--- config.mk ---
export PLATFORM = sky130hd
export DESIGN_NAME = odt_host_port_flat
export DESIGN_NICKNAME = d
export VERILOG_FILES = /design/src/rtl/odt_pkg.sv /design/src/rtl/odt_host_port_if.sv /design/src/rtl/byte_fifo.sv /design/src/rtl/odt_host_port.sv /design/src/flat_wrapper.sv
export SDC_FILE = /design/constraint.sdc
export NUM_CORES = 1
export LEC_CHECK = 0
export ABC_CLOCK_PERIOD_IN_PS = 6900
export CAP_MARGIN = 5
export CORE_MARGIN = 5
export CORE_UTILIZATION = 34
export CTS_CLUSTER_DIAMETER = 30
export DETAILED_ROUTE_END_ITERATION = 10
export GPL_TIMING_DRIVEN = 0
export PLACE_DENSITY = 0.59
export RECOVER_POWER = 100
export SYNTH_ARGS = -nofsm -noshare
export SYNTH_HDL_FRONTEND = slang
export SYNTH_SLANG_ARGS = --single-unit
--- constraint.sdc ---
create_clock -name clk -period 6.9 [get_ports clk]
set_input_delay 1.035 -clock clk [delete_from_list [all_inputs] [get_ports clk]]
set_output_delay 1.035 -clock clk [all_outputs]
set_load 0.05 [all_outputs]
--- src/rtl/odt_pkg.sv ---
`default_nettype none
// ============================================================================
//  Module      : odt_pkg
//  Description : Shared types and default constants for the ODT host port:
//                read/write FSM state encodings, default FIFO depth,
//                synchronizer depth and write timeout.
//  Revision    : 1.0  initial release
// ============================================================================
package odt_pkg;

    // Default receive FIFO depth in bytes (power of two, >= 2)
    localparam int unsigned c_fifo_depth_default  = 4;

    // Default number of synchronizer flops on the peer strobes
    localparam int unsigned c_sync_stages_default = 2;

    // Default number of clk cycles a write may wait for the peer
    localparam logic [15:0] c_timeout_default     = 16'd4096;

    // Read FSM: idle (ready for a byte) or acknowledging a captured byte
    typedef enum logic [0:0] {
        R_IDLE = 1'b0,
        R_ACK  = 1'b1
    } rd_state_e;

    // Write FSM: idle, offering a byte, or waiting for the peer to release
    typedef enum logic [1:0] {
        W_IDLE = 2'd0,
        W_REQ  = 2'd1,
        W_DROP = 2'd2
    } wr_state_e;

    // 16-bit increment that sticks at all-ones instead of wrapping
    function automatic logic [15:0] sat_inc16(input logic [15:0] value);
        return (value == 16'hFFFF) ? value : value + 16'd1;
    endfunction

endpackage
`default_nettype wire

--- src/rtl/odt_host_port_if.sv ---
`default_nettype none
// ============================================================================
//  Module      : odt_host_port_if
//  Description : ODT peer bus: read strobe/ready, write strobe/ready and the
//                split shared data bus (input, output, output enable).
//                master = the peer side, slave = the host port.
//  Revision    : 1.0  initial release
// ============================================================================
interface odt_host_port_if;

    logic       rstb;   // peer: console-output byte valid on ad
    logic       rrdy;   // host: ready to read / low = acknowledge
    logic       wstb;   // peer: acknowledge of console-input byte
    logic       wrdy;   // host: console-input byte offered on ad
    logic [7:0] ad_i;   // bus value as driven by the peer
    logic [7:0] ad_o;   // bus value driven by the host
    logic       ad_oe;  // host drive enable for ad_o

    modport master (
        output rstb,
        output wstb,
        output ad_i,
        input  rrdy,
        input  wrdy,
        input  ad_o,
        input  ad_oe
    );

    modport slave (
        input  rstb,
        input  wstb,
        input  ad_i,
        output rrdy,
        output wrdy,
        output ad_o,
        output ad_oe
    );

endinterface
`default_nettype wire

--- src/rtl/byte_fifo.sv ---
`default_nettype none
// ============================================================================
//  Module      : byte_fifo
//  Description : Synchronous byte FIFO with power-of-two depth, head
//                presented on o_dout, full/empty flags and occupancy count.
//                A pop on a full FIFO frees the slot for a push on the
//                same edge.
//  Revision    : 1.0  initial release
// ============================================================================
module byte_fifo #(
    parameter int unsigned DEPTH = 4
) (
    input  wire logic                     clk,
    input  wire logic                     rst,
    input  wire logic                     i_push,
    input  wire logic [7:0]               i_din,
    input  wire logic                     i_pop,
    output logic      [7:0]               o_dout,
    output logic                          o_full,
    output logic                          o_empty,
    output logic      [$clog2(DEPTH):0]   o_count
);

    localparam int unsigned      c_aw       = $clog2(DEPTH);
    localparam logic [c_aw:0]    c_full_cnt = (c_aw + 1)'(DEPTH);

    logic [7:0]      r_mem [DEPTH];
    logic [c_aw-1:0] r_wr_ptr;
    logic [c_aw-1:0] r_rd_ptr;
    logic [c_aw:0]   r_count;

    logic            w_do_pop;
    logic            w_do_push;

    // Pop only real data; push when there is room or a pop frees a slot
    assign w_do_pop  = i_pop && (r_count != '0);
    assign w_do_push = i_push && ((r_count != c_full_cnt) || w_do_pop);

    // Pointer and occupancy bookkeeping
    always_ff @(posedge clk or posedge rst) begin
        if (rst) begin
            r_wr_ptr <= '0;
            r_rd_ptr <= '0;
            r_count  <= '0;
        end else begin
            if (w_do_push) begin
                r_wr_ptr <= r_wr_ptr + 1'b1;
            end
            if (w_do_pop) begin
                r_rd_ptr <= r_rd_ptr + 1'b1;
            end
            if (w_do_push && !w_do_pop) begin
                r_count <= r_count + 1'b1;
            end else if (w_do_pop && !w_do_push) begin
                r_count <= r_count - 1'b1;
            end
        end
    end

    // Storage array; contents need no reset since occupancy gates them
    always_ff @(posedge clk) begin
        if (w_do_push) begin
            r_mem[r_wr_ptr] <= i_din;
        end
    end

    assign o_dout  = r_mem[r_rd_ptr];
    assign o_full  = (r_count == c_full_cnt);
    assign o_empty = (r_count == '0);
    assign o_count = r_count;

endmodule
`default_nettype wire

--- src/rtl/odt_host_port.sv ---
`default_nettype none
// ============================================================================
//  Module      : odt_host_port
//  Description : Host side of the ODT console port. A read FSM captures
//                peer bytes into a receive FIFO exposed as a valid/ready
//                stream; a write FSM offers stream bytes to the peer with a
//                bounded wait. Peer strobes are synchronized before use.
//  Revision    : 1.0  initial release
// ============================================================================
module odt_host_port
    import odt_pkg::*;
#(
    parameter int unsigned FIFO_DEPTH  = c_fifo_depth_default,
    parameter int unsigned SYNC_STAGES = c_sync_stages_default,
    parameter logic [15:0] TIMEOUT     = c_timeout_default
) (
    input  wire logic        clk,
    input  wire logic        rst,
    odt_host_port_if.slave   bus,
    output logic      [7:0]  rx_data,
    output logic             rx_valid,
    input  wire logic        rx_ready,
    input  wire logic [7:0]  tx_data,
    input  wire logic        tx_valid,
    output logic             tx_ready,
    output logic             timeout_err
);

    localparam int unsigned c_cnt_w    = $clog2(FIFO_DEPTH) + 1;
    localparam logic [15:0] c_tmo_last = TIMEOUT - 16'd1;

    // ------------------------------------------------------------------
    // Strobe synchronizers
    // ------------------------------------------------------------------
    logic [SYNC_STAGES-1:0] r_rstb_sync;
    logic [SYNC_STAGES-1:0] r_wstb_sync;
    logic                   w_rstb_s;
    logic                   w_wstb_s;

    generate
        if (SYNC_STAGES == 1) begin : g_sync_single
            // Single flop per strobe
            always_ff @(posedge clk or posedge rst) begin
                if (rst) begin
                    r_rstb_sync <= '0;
                    r_wstb_sync <= '0;
                end else begin
                    r_rstb_sync <= bus.rstb;
                    r_wstb_sync <= bus.wstb;
                end
            end
        end else begin : g_sync_chain
            // Shift each strobe through a flop chain, oldest bit at the top
            always_ff @(posedge clk or posedge rst) begin
                if (rst) begin
                    r_rstb_sync <= '0;
                    r_wstb_sync <= '0;
                end else begin
                    r_rstb_sync <= {r_rstb_sync[SYNC_STAGES-2:0], bus.rstb};
                    r_wstb_sync <= {r_wstb_sync[SYNC_STAGES-2:0], bus.wstb};
                end
            end
        end
    endgenerate

    assign w_rstb_s = r_rstb_sync[SYNC_STAGES-1];
    assign w_wstb_s = r_wstb_sync[SYNC_STAGES-1];

    // ------------------------------------------------------------------
    // Receive FIFO
    // ------------------------------------------------------------------
    logic               w_push;
    logic               w_pop;
    logic               w_fifo_full;
    logic               w_fifo_empty;
    logic [c_cnt_w-1:0] w_fifo_count;
    logic               w_fifo_room;

    byte_fifo #(
        .DEPTH (FIFO_DEPTH)
    ) u_rx_fifo (
        .clk     (clk),
        .rst     (rst),
        .i_push  (w_push),
        .i_din   (bus.ad_i),
        .i_pop   (w_pop),
        .o_dout  (rx_data),
        .o_full  (w_fifo_full),
        .o_empty (w_fifo_empty),
        .o_count (w_fifo_count)
    );

    assign rx_valid    = !w_fifo_empty;
    assign w_pop       = rx_ready && (w_fifo_count != '0);
    // A pop on the same edge frees a slot for the incoming byte
    assign w_fifo_room = !w_fifo_full || w_pop;

    // ------------------------------------------------------------------
    // Read FSM
    // ------------------------------------------------------------------
    rd_state_e r_rd_state;

    // Capture exactly once per strobe; a full FIFO stalls the peer in idle
    assign w_push = (r_rd_state == R_IDLE) && w_rstb_s && w_fifo_room;

    // Read state transitions
    always_ff @(posedge clk or posedge rst) begin
        if (rst) begin
            r_rd_state <= R_IDLE;
        end else begin
            case (r_rd_state)
                R_IDLE: begin
                    if (w_push) begin
                        r_rd_state <= R_ACK;
                    end
                end
                R_ACK: begin
                    if (!w_rstb_s) begin
                        r_rd_state <= R_IDLE;
                    end
                end
                default: r_rd_state <= R_IDLE;
            endcase
        end
    end

    assign bus.rrdy = (r_rd_state == R_IDLE);

    // ------------------------------------------------------------------
    // Write FSM
    // ------------------------------------------------------------------
    wr_state_e   r_wr_state;
    logic [7:0]  r_ad_o;
    logic [15:0] r_tmo_cnt;
    logic        r_timeout_err;
    logic        w_tx_ready;

    // New writes only when the bus is quiet in both directions
    assign w_tx_ready = !rst
                     && (r_wr_state == W_IDLE)
                     && !w_rstb_s
                     && !w_wstb_s
                     && (r_rd_state == R_IDLE);

    // Write state transitions, data latch and bounded wait for the peer
    always_ff @(posedge clk or posedge rst) begin
        if (rst) begin
            r_wr_state    <= W_IDLE;
            r_ad_o        <= 8'h00;
            r_tmo_cnt     <= 16'd0;
            r_timeout_err <= 1'b0;
        end else begin
            r_timeout_err <= 1'b0;
            case (r_wr_state)
                W_IDLE: begin
                    if (tx_valid && w_tx_ready) begin
                        r_ad_o     <= tx_data;
                        r_tmo_cnt  <= 16'd0;
                        r_wr_state <= W_REQ;
                    end
                end
                W_REQ: begin
                    if (w_wstb_s) begin
                        r_wr_state <= W_DROP;
                    end else if (r_tmo_cnt == c_tmo_last) begin
                        r_wr_state    <= W_IDLE;
                        r_timeout_err <= 1'b1;
                    end else begin
                        r_tmo_cnt <= sat_inc16(r_tmo_cnt);
                    end
                end
                W_DROP: begin
                    if (!w_wstb_s) begin
                        r_wr_state <= W_IDLE;
                    end
                end
                default: r_wr_state <= W_IDLE;
            endcase
        end
    end

    assign tx_ready    = w_tx_ready;
    assign timeout_err = r_timeout_err;
    assign bus.wrdy    = (r_wr_state == W_REQ);
    assign bus.ad_o    = r_ad_o;
    // Raw rstb gates the driver so the host never fights the peer on ad
    assign bus.ad_oe   = ((r_wr_state == W_REQ) || (r_wr_state == W_DROP))
                      && !bus.rstb;

endmodule
`default_nettype wire

--- src/flat_wrapper.sv ---
// flat-port wrapper written by rule: the top's interface ports become plain ports
module odt_host_port_flat import odt_pkg::*;
#(
    parameter int unsigned FIFO_DEPTH  = c_fifo_depth_default,
    parameter int unsigned SYNC_STAGES = c_sync_stages_default,
    parameter logic [15:0] TIMEOUT     = c_timeout_default
)
  (clk, rst, rx_data, rx_valid, rx_ready, tx_data, tx_valid, tx_ready, timeout_err, bus_rstb, bus_wstb, bus_ad_i, bus_rrdy, bus_wrdy, bus_ad_o, bus_ad_oe);
  odt_host_port_if bus_i ();
  input  wire logic clk;
  input  wire logic rst;
  output logic      [7:0] rx_data;
  output logic rx_valid;
  input  wire logic rx_ready;
  input  wire logic [7:0] tx_data;
  input  wire logic tx_valid;
  output logic tx_ready;
  output logic timeout_err;
  input wire logic [$bits(bus_i.rstb)-1:0] bus_rstb;
  input wire logic [$bits(bus_i.wstb)-1:0] bus_wstb;
  input wire logic [$bits(bus_i.ad_i)-1:0] bus_ad_i;
  output wire logic [$bits(bus_i.rrdy)-1:0] bus_rrdy;
  output wire logic [$bits(bus_i.wrdy)-1:0] bus_wrdy;
  output wire logic [$bits(bus_i.ad_o)-1:0] bus_ad_o;
  output wire logic [$bits(bus_i.ad_oe)-1:0] bus_ad_oe;
  assign bus_i.rstb = bus_rstb;
  assign bus_i.wstb = bus_wstb;
  assign bus_i.ad_i = bus_ad_i;
  assign bus_rrdy = bus_i.rrdy;
  assign bus_wrdy = bus_i.wrdy;
  assign bus_ad_o = bus_i.ad_o;
  assign bus_ad_oe = bus_i.ad_oe;
  odt_host_port #(.FIFO_DEPTH(FIFO_DEPTH), .SYNC_STAGES(SYNC_STAGES), .TIMEOUT(TIMEOUT)) u_core (.clk(clk), .rst(rst), .bus(bus_i), .rx_data(rx_data), .rx_valid(rx_valid), .rx_ready(rx_ready), .tx_data(tx_data), .tx_valid(tx_valid), .tx_ready(tx_ready), .timeout_err(timeout_err));
endmodule
==> results.yml, run 1 <==
status:
  status: "finished, violations left"
  violations: "max-capacitance violations"
logic_synthesis:
  mappedNetlistArea_um2: 3240
  yosys_register_bits: 71
  synthAdderAreaFrac_pct: 4.48
  yosys.area_share.xor_xnor_pct: 1.62
  syn_nets: 275
  synth-main-ff-cell: "sky130_fd_sc_hd__dfrtp_1"
  synth_compound_gate_area_share_pct: 8.88
  synth_mux_area_share_pct: 9.04
  synth_cell_types: 54
  asyncSetResetFlopFracSynth_pct: 54.9
  synth.yosys.warnings: 0
  register_area_share_after_synthesis_pct: 59.8
  synth_simple_gate_area_share_pct: 14.1
  synthCells: 242
  post_synth.cell_area_avg_um2: 13.4
  synth_enable_flop_cells: 32
  synth_top_family_by_area: "simple AND/OR/NAND/NOR gates"
final_layout:
  postLayoutCellArea_um2: 4010
  finalNetCount: 329
  flow.area_growth_from_synthesis_pct: 23.8
  post_route_cells_drive_above_1_share_pct: 11.6
  final_common_cell: "sky130_fd_sc_hd__dfrtp_1"
  most_used_cells_in_the_layout_excluding_fill_and_tap_cells: "sky130_fd_sc_hd__dfrtp_1 (39), sky130_fd_sc_hd__dlygate4sd3_1 (34), sky130_fd_sc_hd__edfxtp_1 (32)"
  num_antenna_cells: 0
die:
  design.portCount: 44
  floorplan.initialDensity_pct: 34.9
  placementRows: 35
  die_height_um: 108
  floorplan_core_area_um2: 9280
  die_width_um: 108
  design.die.area_um2: 11600
drt:
  routed-via-count: 2129
  ant_nets: 0
  postRouteWirelength_mm: 6.24
  detail_route.wl_per_cell_um: 14.5
  drc: 0
  first_pass_iters: 5
  drt-initial-drc-count: 103
  drt-vias-per-instance: 4.95
clock_tree:
  post-cts-setup-buffers: 0
  inserted_clock_buffers: 9
  clkSlewWorstSetupHoldPaths_ps: 80
  clkSinkCount: 71
  hold_buffers: 0
  clk_path_buf_depth: 2
  clock_tree_from_tritoncts: "yes"
  worstSkewPairLatency_ps: 350
  clockRootBuffer: "sky130_fd_sc_hd__clkbuf_8"
  cts_repair_resize_count: 0
  htreeDepth: 3
placement:
  port_buffers: 43
  dpl_cell_area_um2: 3830
  finalWeightedCongestion: 0.844
  hpwlAfterDp_mm: 4.33
global_routing:
  grt_max_degree: 40
  grt_pass1_wl_mm: 10.5
  overflow: 0
  first_global_vias: 2131
  grt_use_total_pct: 11.8
  antenna_found_initial: 0
sta:
  maxClockFrequency_mhz: 249
  setup_tns_ps: 0
  slew_worst_pin_ps: 1490
  finClkSkew_ps: 8.44
  drv_slew: 0
  timing.slew.headroom_pct: 0.679
  rsz0062_at_grt: "no"
  final_period_minus_worst_setup_slack_ps: 4010
  report.final.hold_viol_count: 0
  final_min_period_over_clock_period_pct: 58.2
  fin_worst_hold_slack_ps: 364
  setup-violations-final: 0
critical_path:
  timing.rr.start: "u_core.r_tmo_cnt[0]"
  crit_fanout: 3
  start_kind: "primary input"
  worst_ep_arrival_time_ps: 2980
  timing.critical_path.cells: "dlygate4sd3_1, nor4_1, and2_0, dlygate4sd3_1"
  worstSetupEndpointType: "output pin"
  timing.reg2reg.worst_path_depth: 7
  cpMostUsedCell: "sky130_fd_sc_hd__dlygate4sd3_1"
  cp-endpoint: "tx_ready"
  slowest_stage: "sky130_fd_sc_hd__dlygate4sd3_1"
  timing.critical_path.required_ps: 5860
  worst-setup-path-type: "primary input to output pin"
  r2r-end: "u_core.r_tmo_cnt[15]"
  crit_path_max_incr_delay_ps: 880
  crit_start: "rst"
  reg2reg_slack_ps: 4360
power_and_ir_drop:
  totalPowerFinal_uw: 1700
  power.leakage_uw: 0.00156
  power.net_switching_uw: 685
  pwr-share-clk_pct: 20.9
  swShare_pct: 40.3
  intPower_uw: 1010
  power.density_nw_per_um2: 424
  vdd_drop_max_mv: 0.200
  p_seq_share_pct: 35.9
  p_comb_share_pct: 43.2
hold_path:
  worstHoldPathCells: 0
  hp-class: "flop to flop"
flow_run:
  timing.max_cap.violations: 1
[metal layers]
layer  vias to the layer above  routed length [um]  GRT usage (%)
li1                       1014                   -              -
met4                         0                  93           4.33
met2                        56                2850           17.7
met5                         -                   0              0
met3                         8                 470           5.28
met1                      1051                2830           15.0
[final cells by class]
class	instances	area (um2)
Buffer	7	26.3
Clock buffer	9	124
Clock inverter	7	86.3
Fill cell	904	5280
Inverter	9	33.8
Multi-Input combinational cell	155	1210
Sequential cell	71	1940
Tap cell	129	161
Timing Repair Buffer	43	430
[kinds of logic (layout without fill, tap and decap cells)]
group,count (synthesis),count (layout)
AO/OA/AOI/OAI,36,36
XOR/XNOR,6,6
adder cells (fa/ha/maj),11,11
buffers and inverters,16,75
flip-flops,71,71
multiplexers,18,18
AND/OR/NAND/NOR,84,84
[stage by stage]
stage	instances	utilization [%]	setup slack (ps)
6_report	430	43.2	2890
5_1_grt	430	43.2	2770
4_1_cts	430	43.5	3010
3_5_place_dp	414	41.3	3020
3_3_place_gp	414	41.3	3030
2_1_floorplan	242	-	4140
[synth_stat cells (2+ instances only)]
cell type,count,area (um2)
sky130_fd_sc_hd__nor2b_1,2,12.5
sky130_fd_sc_hd__edfxtp_1,32,961
sky130_fd_sc_hd__nor4_1,3,18.8
sky130_fd_sc_hd__a21o_1,2,15.0
sky130_fd_sc_hd__or4b_1,2,20.0
sky130_fd_sc_hd__and3_1,3,18.8
sky130_fd_sc_hd__nor2_1,3,11.3
sky130_fd_sc_hd__clkbuf_1,5,18.8
sky130_fd_sc_hd__a21oi_1,3,15.0
sky130_fd_sc_hd__nand4_1,2,12.5
sky130_fd_sc_hd__nor3_1,2,10.0
sky130_fd_sc_hd__o21ai_0,9,45.0
sky130_fd_sc_hd__o22ai_1,2,12.5
sky130_fd_sc_hd__nand3_1,17,85.1
sky130_fd_sc_hd__xnor2_1,4,35.0
sky130_fd_sc_hd__dfrtp_1,39,976
sky130_fd_sc_hd__ha_1,10,125
sky130_fd_sc_hd__and2_1,8,50.1
sky130_fd_sc_hd__mux4_2,8,180
sky130_fd_sc_hd__mux2_2,10,113
sky130_fd_sc_hd__inv_1,9,33.8
sky130_fd_sc_hd__nand4b_1,2,17.5
sky130_fd_sc_hd__or3_1,3,18.8
sky130_fd_sc_hd__a31oi_1,2,12.5
sky130_fd_sc_hd__nand2_1,28,105
sky130_fd_sc_hd__a32o_1,2,20.0
sky130_fd_sc_hd__xor2_1,2,17.5
sky130_fd_sc_hd__a21boi_0,2,15.0
[power groups by stage]
stage | Clock, uW | Combinational [uW] | Sequential, uW
floorplan | 0 | 500 | 679
global placement | 0 | 774 | 615
detailed placement | 0 | 784 | 619
CTS | 368 | 785 | 612
global route | 385 | 804 | 626
finish | 355 | 734 | 610
[critical path, delay by kind of cell]
kind / cells / cell delay, ps
buf+inv: 2 / 1460
simple gates: 2 / 480
[flip-flops by register name, summed over array words and instances, names as in the netlist]
| name | cells |
|---|---|
| u_core.u_rx_fifo.o_count | 3 |
| u_core.u_rx_fifo.r_wr_ptr | 2 |
| u_core.r_wstb_sync | 2 |
| u_core.timeout_err | 1 |
| u_core.u_rx_fifo.r_mem | 32 |
| u_core.r_tmo_cnt | 16 |
| u_core.r_wr_state | 2 |
| u_core.r_rd_state | 1 |
| u_core.bus.ad_o | 8 |
| u_core.r_rstb_sync | 2 |
| u_core.u_rx_fifo.r_rd_ptr | 2 |
[how the worst min path moves through the flow]
| stage | from | to | slack, ps |
|---|---|---|---|
| 6_report | u_core.r_rstb_sync[0] | u_core.r_rstb_sync[1] | 360 |
| 5_1_grt | u_core.r_wstb_sync[0] | u_core.r_wstb_sync[1] | 380 |
| 4_1_cts | u_core.r_rstb_sync[0] | u_core.r_rstb_sync[1] | 370 |
| 3_5_place_dp | u_core.r_wstb_sync[0] | u_core.r_wstb_sync[1] | 340 |
| 3_3_place_gp | u_core.r_wstb_sync[0] | u_core.r_wstb_sync[1] | 330 |
| 2_1_floorplan | u_core.r_rstb_sync[0] | u_core.r_rstb_sync[1] | 330 |
Note: power is estimated with default switching activity, not from simulation.
==> run 2, diff against run 1 <==
--- a/config.mk
+++ b/config.mk
@@ -5,14 +5,14 @@
 export SDC_FILE = /design/constraint.sdc
 export NUM_CORES = 1
 export LEC_CHECK = 0
-export ABC_CLOCK_PERIOD_IN_PS = 6900
+export ABC_CLOCK_PERIOD_IN_PS = 3300
 export CAP_MARGIN = 5
 export CORE_MARGIN = 5
 export CORE_UTILIZATION = 34
 export CTS_CLUSTER_DIAMETER = 30
 export DETAILED_ROUTE_END_ITERATION = 10
 export GPL_TIMING_DRIVEN = 0
-export PLACE_DENSITY = 0.59
+export PLACE_DENSITY = 0.61
 export RECOVER_POWER = 100
 export SYNTH_ARGS = -nofsm -noshare
 export SYNTH_HDL_FRONTEND = slang
==> constraint.sdc (replaced) <==
create_clock -name clk -period 3.3 [get_ports clk]
set_input_delay 0.495 -clock clk [delete_from_list [all_inputs] [get_ports clk]]
set_output_delay 0.495 -clock clk [all_outputs]
set_load 0.05 [all_outputs]
==> run 2 against run 1 <==
The run now ends clean. Setup slack got worse by 2700 ps. Cell count unchanged. Count of clock-buffer cells in the layout rose by 3. Largest power group unchanged.
==> results.yml, run 2 (synthesis results as in run 1) <==
global_routing:
  grt_max_degree: 40
  antenna_found_initial: 0
  grt_pass1_wl_mm: 10.3
  first_global_vias: 2231
  overflow: 0
  grt_use_total_pct: 11.5
die:
  design.die.area_um2: 11600
  floorplan.initialDensity_pct: 34.9
  die_width_um: 108
  floorplan_core_area_um2: 9280
  die_height_um: 108
  placementRows: 35
  design.portCount: 44
final_layout:
  num_antenna_cells: 0
  finalNetCount: 329
  post-route-util_pct: 43.5
  largest_register_ffs: 32
  area.sequential_um2: 1940
  post_route_cells_drive_above_1_share_pct: 12.6
  multiInputGateArea_um2: 1230
  final_common_cell: "sky130_fd_sc_hd__dfrtp_1"
  max_flop_register: "u_core.u_rx_fifo.r_mem"
  flow.area_growth_from_synthesis_pct: 24.6
  n_fill_cell: 893
  most_used_cells_in_the_layout_excluding_fill_and_tap_cells: "sky130_fd_sc_hd__dfrtp_1 (39), sky130_fd_sc_hd__edfxtp_1 (32), sky130_fd_sc_hd__nand2_1 (28)"
sta:
  maxClockFrequency_mhz: 325
  final_period_minus_worst_setup_slack_ps: 3080
  timing.slew.headroom_pct: 2.49
  fin_worst_hold_slack_ps: 353
  final_min_period_over_clock_period_pct: 93.4
  setup_tns_ps: 0
  setup-violations-final: 0
  rsz0062_at_grt: "no"
  finClkSkew_ps: 4.42
  slew_worst_pin_ps: 1460
  drv_slew: 0
  worst_slack_ps: 219
  report.final.hold_viol_count: 0
clock_tree:
  htreeDepth: 3
  clockRootBuffer: "sky130_fd_sc_hd__clkbuf_8"
  worstSkewPairLatency_ps: 340
  clkSinkCount: 71
  post-cts-setup-buffers: 0
  clock_tree_from_tritoncts: "yes"
  inserted_clock_buffers: 9
  clk_path_buf_depth: 2
  hold_buffers: 0
  clkSlewWorstSetupHoldPaths_ps: 70
  cts_repair_resize_count: 0
critical_path:
  crit_fanout: 10
  worstSetupEndpointType: "output pin"
  timing.rr.start: "u_core.r_tmo_cnt[1]"
  timing.critical_path.cells: "clkbuf_1, mux4_2, clkdlybuf4s50_1"
  start_kind: "flop"
  crit_path_max_incr_delay_ps: 720
  worst_path_dominant_cell_family: "buffers and inverters"
  worst_ep_arrival_time_ps: 2590
  crit_start: "u_core.u_rx_fifo.r_rd_ptr[0]"
  worst-setup-path-type: "flop to output pin"
  timing.critical_path.required_ps: 2800
  slowest_stage: "sky130_fd_sc_hd__clkdlybuf4s50_1"
  critical_path_buffers_and_inverters: 2
placement:
  port_buffers: 43
  finalWeightedCongestion: 0.805
  post_place_setup_slack_ps: 291
  hpwlAfterDp_mm: 4.28
drt:
  drc: 0
  detail_route.wl_per_cell_um: 14.2
  first_pass_iters: 4
  postRouteWirelength_mm: 6.10
  routed-via-count: 2116
  drt-initial-drc-count: 69
  drt-vias-per-instance: 4.92
  ant_nets: 0
hold_path:
  hold_path_startpoint: "u_core.r_rstb_sync[0]"
  hp-class: "flop to flop"
power_and_ir_drop:
  power.leakage_uw: 0.00157
  power.density_nw_per_um2: 892
  vdd_drop_max_mv: 0.406
flow_run:
  timing.max_cap.violations: 0
status:
  status: "completed"
[run 2: cell types whose count changed in the layout (fill, tap and decap cells not counted), sizes merged]
cell	previous run	this run
dlygate4sd3	34	26
clkdlybuf4s50	9	17
bufinv	2	1
clkinv	4	1
clkinvlp	0	1
clkbuf	15	18
[run 2: power by group]
part           switching [uW]  internal [uW]  total [uW]
clock                     319            417         737
combinational             980            603        1580
sequential                145           1130        1280
[run 2: cell type report]
| class | instances | share of cell area [%] |
|---|---|---|
| clock inverters | 4 | 1.27 |
| flip-flops and latches | 71 | 48.0 |
| plain buffers | 7 | 0.651 |
| well taps | 129 | 4.00 |
| repair buffers | 43 | 10.7 |
| clock buffers | 12 | 4.12 |
| inverters | 9 | 0.837 |
| multi-input cells | 155 | 30.4 |
[run 2: routing by layer]
layer / share of wire (%) / wire length, um / track usage, % / vias to the layer above
met1: 43 / 2620 / 13.4 / 1030
met4: 1.6 / 96 / 4.69 / 0
li1: - / - / - / 1020
met3: 6.9 / 421 / 4.74 / 6
met2: 48 / 2960 / 18.7 / 60
met5: 0 / 0 / 0 / -
[run 2: through the flow]
step	area [um2]	power [uW]	cells
detailed placement	3830	2940	414
floorplan	3240	2460	242
finish	4040	3600	430
global route	4040	3840	430
CTS	4050	3700	430
global placement	3830	2900	414
[run 2: worst paths after layout]
kind,to,slack (ps),depth (start not counted)
max in group asynchronous,u_core.r_tmo_cnt[5],1300,2
setup reg to reg,u_core.r_tmo_cnt[15],780,7
min in group asynchronous,u_core.r_rstb_sync[0],1150,2
hold / removal,u_core.r_rstb_sync[1],350,0
setup / recovery,rx_data[3],220,3
hold reg to reg,u_core.r_rstb_sync[1],350,0
[run 2: worst register-to-register path, delay by kind of cell (launching register included)]
| kind | cells | cell delay, ps |
|---|---|---|
| flip-flops | 1 | 420 |
| buffers and inverters | 1 | 370 |
| AND/OR/NAND/NOR | 4 | 1150 |
| AO/OA/AOI/OAI | 1 | 250 |
| adder cells (fa/ha/maj) | 1 | 220 |
